<file path="config.mk">
export PLATFORM = sky130hd
export DESIGN_NAME = led_flow_engine
export DESIGN_NICKNAME = d
export VERILOG_FILES = /design/src/rtl/led_flow_pkg.sv /design/src/rtl/led_tick_prescaler.sv /design/src/rtl/led_flow_engine.sv
export SDC_FILE = /design/constraint.sdc
export NUM_CORES = 1
export LEC_CHECK = 0
export BUFFER_PORTS_ARGS = -buffer_cell sky130_fd_sc_hd__buf_4
export CAP_MARGIN = 30
export CORE_ASPECT_RATIO = 1.25
export CORE_MARGIN = 5
export CORE_UTILIZATION = 53
export DETAILED_ROUTE_END_ITERATION = 7
export GPL_ROUTABILITY_DRIVEN = 1
export GPL_TIMING_DRIVEN = 0
export MAX_ROUTING_LAYER = met4
export PLACE_DENSITY_LB_ADDON = 0.12
export SETUP_SLACK_MARGIN = 0.1
export SYNTH_ARGS = -nofsm -noshare
export SYNTH_HDL_FRONTEND = slang
export SYNTH_SLANG_ARGS = --single-unit
</file>
<file path="constraint.sdc">
create_clock -name clk -period 2.7 [get_ports clk]
set_input_delay 0.54 -clock clk [delete_from_list [all_inputs] [get_ports clk]]
set_output_delay 0.54 -clock clk [all_outputs]
set_load 0.1 [all_outputs]
</file>
<file path="src/rtl/led_flow_pkg.sv">
// Shared mode encodings, sweep direction type and the LED pattern helper
// used by the LED flow engine.
package led_flow_pkg;

  localparam int MODE_W = 2;

  localparam logic [MODE_W-1:0] MODE_SHIFT_UP   = 2'd0;
  localparam logic [MODE_W-1:0] MODE_SHIFT_DOWN = 2'd1;
  localparam logic [MODE_W-1:0] MODE_BOUNCE     = 2'd2;
  localparam logic [MODE_W-1:0] MODE_FILL       = 2'd3;

  typedef enum logic {
    DIR_UP   = 1'b0,
    DIR_DOWN = 1'b1
  } dir_t;

  // One bit of the true-polarity pattern: bar graph in FILL, one-hot otherwise.
  function automatic logic pattern_bit(input logic [MODE_W-1:0] mode,
                                       input int unsigned pos,
                                       input int unsigned idx);
    if (mode == MODE_FILL)
      return (idx < pos);
    else
      return (idx == pos);
  endfunction

endpackage

</file>
<file path="src/rtl/led_tick_prescaler.sv">
// Programmable prescaler: emits a one-cycle tick every div_q+1 running cycles.
// A mode change (clear) or a divider load restarts the count and eats the tick.
module led_tick_prescaler #(
  parameter int          DIV_WIDTH   = 32,
  parameter int unsigned DEFAULT_DIV = 4999999
) (
  input  logic                 clk,
  input  logic                 reset_n,
  input  logic                 run,
  input  logic                 clear,
  input  logic                 div_load,
  input  logic [DIV_WIDTH-1:0] div_value,
  output logic                 tick
);

  localparam logic [DIV_WIDTH-1:0] RESET_DIV = DIV_WIDTH'(DEFAULT_DIV);
  localparam logic [DIV_WIDTH-1:0] CNT_ONE   = DIV_WIDTH'(1);

  logic [DIV_WIDTH-1:0] cnt;
  logic [DIV_WIDTH-1:0] div_q;

  assign tick = run & (cnt == div_q) & ~div_load & ~clear;

  always_ff @(posedge clk or negedge reset_n) begin
    if (!reset_n) begin
      cnt   <= '0;
      div_q <= RESET_DIV;
    end else begin
      if (div_load)
        div_q <= div_value;
      if (clear || div_load || tick)
        cnt <= '0;
      else if (run)
        cnt <= cnt + CNT_ONE;
    end
  end

endmodule

</file>
<file path="src/rtl/led_flow_engine.sv">
// LED pattern engine: advances a shift/bounce/fill pattern on each prescaler
// tick and drives registered LEDs with selectable polarity.
module led_flow_engine
  import led_flow_pkg::*;
#(
  parameter int          N_LEDS      = 8,
  parameter int          DIV_WIDTH   = 32,
  parameter int unsigned DEFAULT_DIV = 4999999,
  parameter int          ACTIVE_LOW  = 1,
  localparam int         PW          = $clog2(N_LEDS + 1)
) (
  input  logic                 clk,
  input  logic                 reset_n,
  input  logic                 run,
  input  logic [MODE_W-1:0]    mode,
  input  logic                 div_load,
  input  logic [DIV_WIDTH-1:0] div_value,
  output logic [N_LEDS-1:0]    leds,
  output logic [PW-1:0]        position,
  output logic                 step
);

  localparam logic [PW-1:0]     LAST_POS   = PW'(N_LEDS - 1);
  localparam logic [PW-1:0]     FULL_POS   = PW'(N_LEDS);
  localparam logic [PW-1:0]     ONE_POS    = PW'(1);
  localparam logic [N_LEDS-1:0] RESET_PAT  = N_LEDS'(1);
  localparam logic [N_LEDS-1:0] RESET_LEDS = (ACTIVE_LOW != 0) ? ~RESET_PAT : RESET_PAT;

  logic [MODE_W-1:0] mode_q;
  dir_t              dir, next_dir;
  logic [PW-1:0]     next_pos;
  logic [MODE_W-1:0] pat_mode;
  logic [N_LEDS-1:0] next_pat, next_leds;
  logic              mode_change, tick;

  assign mode_change = (mode != mode_q);

  led_tick_prescaler #(
    .DIV_WIDTH   (DIV_WIDTH),
    .DEFAULT_DIV (DEFAULT_DIV)
  ) u_prescaler (
    .clk       (clk),
    .reset_n   (reset_n),
    .run       (run),
    .clear     (mode_change),
    .div_load  (div_load),
    .div_value (div_value),
    .tick      (tick)
  );

  // Next position/direction; a mode change restarts the new mode at position 0.
  always_comb begin
    next_pos = position;
    next_dir = dir;
    pat_mode = mode_q;
    if (mode_change) begin
      next_pos = '0;
      next_dir = DIR_UP;
      pat_mode = mode;
    end else if (tick) begin
      case (mode_q)
        MODE_SHIFT_UP:   next_pos = (position == LAST_POS) ? '0 : position + ONE_POS;
        MODE_SHIFT_DOWN: next_pos = (position == '0) ? LAST_POS : position - ONE_POS;
        MODE_BOUNCE: begin
          if (N_LEDS == 1) begin
            next_pos = '0;
          end else begin
            next_pos = (dir == DIR_UP) ? position + ONE_POS : position - ONE_POS;
            if (next_pos == LAST_POS)
              next_dir = DIR_DOWN;
            else if (next_pos == '0)
              next_dir = DIR_UP;
          end
        end
        MODE_FILL:       next_pos = (position == FULL_POS) ? '0 : position + ONE_POS;
        default:         next_pos = position;
      endcase
    end
  end

  always_comb begin
    next_pat = '0;
    for (int unsigned i = 0; i < N_LEDS; i++)
      next_pat[i] = pattern_bit(pat_mode, 32'(next_pos), i);
    next_leds = (ACTIVE_LOW != 0) ? ~next_pat : next_pat;
  end

  always_ff @(posedge clk or negedge reset_n) begin
    if (!reset_n) begin
      mode_q   <= MODE_SHIFT_UP;
      position <= '0;
      dir      <= DIR_UP;
      leds     <= RESET_LEDS;
      step     <= 1'b0;
    end else begin
      mode_q <= mode;
      step   <= tick;
      if (mode_change || tick) begin
        position <= next_pos;
        dir      <= next_dir;
        leds     <= next_leds;
      end
    end
  end

endmodule

</file>
==> summary.md <==
| Metric | Value |
|---|---|
| CTS tree | `yes` |
| Antenna Nets Post-Route | `0` |
| Core Util, Final | `roughly two thirds` |
| Netlist cell types | `67` |
| Crit-path max FO | `7` |
| Number of synthesis warnings | `0` |
| Met2 WL | `5360 µm` |
| Maximum root-to-sink buffer count | `2` |
| Worst-path clk slew | `about 0.09 ns` |
| Clock network fraction of total power | `33.4%` |
| Mapped Area | `4390 µm²` |
| Avg Cell Area, Syn | `10.4 µm²` |
| First-pass DRT Iterations | `4` |
| Sw power | `~700 µW` |
| Worst setup SP type | `flip-flop` |
| DRC | `0` |
| Core area | `~8100 µm²` |
| Final GP Congestion | `0.900` |
| Yosys top cell area share | `34.2%` |
| Sink Count | `80` |
| Post-synth EDFFs | `0` |
| Unrepaired setup endpoints after global routing | `yes` |
| Die Y | `approximately 110 µm` |
| Post-Synthesis Cells | `~420` |
| Combinational fraction of design power | `approximately 14%` |
| Flop pwr share | `a little over half` |
| WL per Instance | `approximately 17 µm` |
| Tmin final | `between 2 and 3 ns` |
| Max Clock Freq | `roughly 370 MHz` |
| Syn_nets | `roughly 470` |
| Hold slack | `roughly 0.082 ns` |
| Leakage | `between 2 and 2.5 nW` |
| Setup-failing EPs final | `0` |
| Setup ws final | `about 0.013 ns` |
| Pin count of the biggest net entering global routing | `approximately 60` |
| Sequential fraction of the synthesis area | `46.2%` |
| CTS buffer count | `9` |
| Final Max Slew Viols | `0` |
| HP Class | `in2async` |
| Grt total ovfl | `0` |
| Status | `finished clean` |
| Setup crit end kind | `flip-flop` |
| Vias in the first global route | `around 3500` |
| Yosys reg bits | `80` |
| Dpl ws | `-0.162 ns` |
| Worst-Skew Late Latency | `~0.35 ns` |
| Placed Area | `4960 µm²` |
| Fraction of layout cells with a size suffix above 1 | `between 30% and 40%` |
| Antenna Cells | `0` |
| First-pass GRT wire length | `around 17000 µm` |
| CTS Root Cell | `clkbuf_8` |
| Crit path kind | `reg2reg` |
| Clock Skew | `~0.016 ns` |
| Relative slew slack | `between 50% and 60%` |
| Ports | `around 50` |
| Int Power | `~1.8 mW` |
| Initial Util | `53.9%` |
| CP arrival | `about 3.0 ns` |
| Area grow syn2layout | `23.0%` |
| Power per cell area | `around 470 nW/µm²` |
| Final #Nets | `538` |
| Via count | `~3400` |
| Initial DRC count | `~200` |
| HPWL Detailed | `~7300 µm` |
| Tightest Pin Transition | `between 0.6 and 0.7 ns` |
| Die area | `10200 µm²` |
| CTS H-tree depth | `3` |
| Fill cells | `645` |
| Sw Ratio | `around 28%` |
| Required @ worst endpoint | `roughly 3 ns` |
| Synth area leader | `dfrtp_1` |
| Synth top area cells | `dfrtp_1, dfstp_2, xnor2_1` |
| Maxcap violations | `0` |
| Worst IR drop on VDD | `~0.31 mV` |
| Ys flop type | `dfrtp_1` |
| Tot GR Track Use | `a little over a fifth` |
| Tcrit/Tclk final | `99.5%` |
| Fin area | `roughly 5400 µm²` |
| Metal3 WL | `~350 µm` |
| Core Rows | `37` |
| Vias per cell | `~5.7` |
| M1 wire length | `about 4200 µm` |
| Antenna violations before repair | `0` |
| Most frequent cell after synthesis | `dfrtp_1` |
| Die X | `around 91 µm` |
| Top Layer Used | `met4` |
| Asr flop ratio synth | `100%` |
| Final wirelength | `~10000 µm` |
| Cts-stage hold buffer count | `0` |
| Hold Fails Final Rpt | `0` |
| Port Buf Inserts | `49` |
| Commonest cells in the netlist | `dfrtp_1, nor2_1, xnor2_1, mux2_2, nand2_1` |
==> kinds of logic (layout without fill, tap and decap cells) <==
family / after synthesis / in the layout / share of synthesized area [%]
and+or+nand+nor: 162 / 162 / 20.2
DFF: 80 / 80 / 46.2
xor gates and xnor gates: 61 / 61 / 12.2
AOI/OAI and AO/OA: 54 / 54 / 8.89
muxes: 34 / 34 / 8.66
buffers and inverters: 30 / 108 / 3.02
adders and majority gates: 3 / 3 / 0.855
==> routing by layer <==
metal | track usage, % | vias up
met2 | 35.9 | 79
met3 | 3.31 | 20
met1 | 24.5 | 1680
li1 | - | 1635
met5 | - | -
met4 | 6.75 | 0
==> metrics by stage <==
step           power, mW  setup TNS (ns)  cells
3_3_place_gp        1.68          -0.671    570
2_1_floorplan       1.55          -0.174    424
4_1_cts             2.53          -0.135    593
6_report            2.52               0    599
5_1_grt             2.63          -0.135    599
3_5_place_dp        1.69           -2.33    571
==> power by group through the flow <==
stage	registers (mW)	clock network, mW	logic (mW)
floorplan	1.40	0	0.158
global placement	1.34	0	0.336
detailed placement	1.34	0	0.348
CTS	1.32	0.861	0.350
global route	1.33	0.919	0.380
finish	1.32	0.841	0.353
==> registers in the layout, indices dropped and copies added, names as in the netlist <==
signal and flops:
mode_q 2, step 1, u_prescaler.cnt 32, dir 1, leds 8, position 4
u_prescaler.div_q 32
==> path summary, 6_finish.rpt <==
path / to / slack, ns / startpoint / depth (start not counted)
max reg2reg: leds[3] / 0.01 / position[0] / 10
min: u_prescaler.div_q[29] / 0.08 / reset_n / 1
min in group clk: mode_q[0] / 0.32 / mode[0] / 1
max in group asynchronous: leds[1] / 1.97 / reset_n / 2
max: leds[3] / 0.01 / position[0] / 10
min reg2reg: leds[1] / 0.47 / leds[1] / 2
==> cell type report <==
class	count	area, µm²	share of cell area, %
clock buffer	11	151	2.80
timing repair buffer	63	497	9.20
clock inverter	5	38.8	0.718
inverter	10	40.0	0.741
sequential	80	2030	37.7
multi-input combinational	314	2400	44.4
tap	97	121	2.25
buffer	19	121	2.25
==> critical path, cell delays in order, from the launching register on <==
cell      delay, ns
dfrtp_4        0.49
buf_8          0.14
or4b_4         0.49
o21ai_4        0.09
mux2_4         0.33
a311oi_4       0.28
a211oi_2       0.15
buf_6          0.16
or2_4          0.24
a21oi_4        0.12
a22o_1         0.14
==> cells in the final DEF (no fill, tap or decap), drive strengths merged, types with 12 or more instances in the layout <==
cell type	count
mux2	32
buf	72
nand2	27
o21ai	13
xnor2	43
nor2	47
dfstp	20
xor2	18
nand3	12
nand4	20
dfrtp	60
clkbuf	21
==> repair_timing <==
item | 4_1_cts | 5_1_grt
pin swaps | 14 | 12
setup endpoints to repair | 37 | 39
gates resized for setup | 11 | 24
buffers inserted | 7 | 6
(Power assumes the default switching activity.)
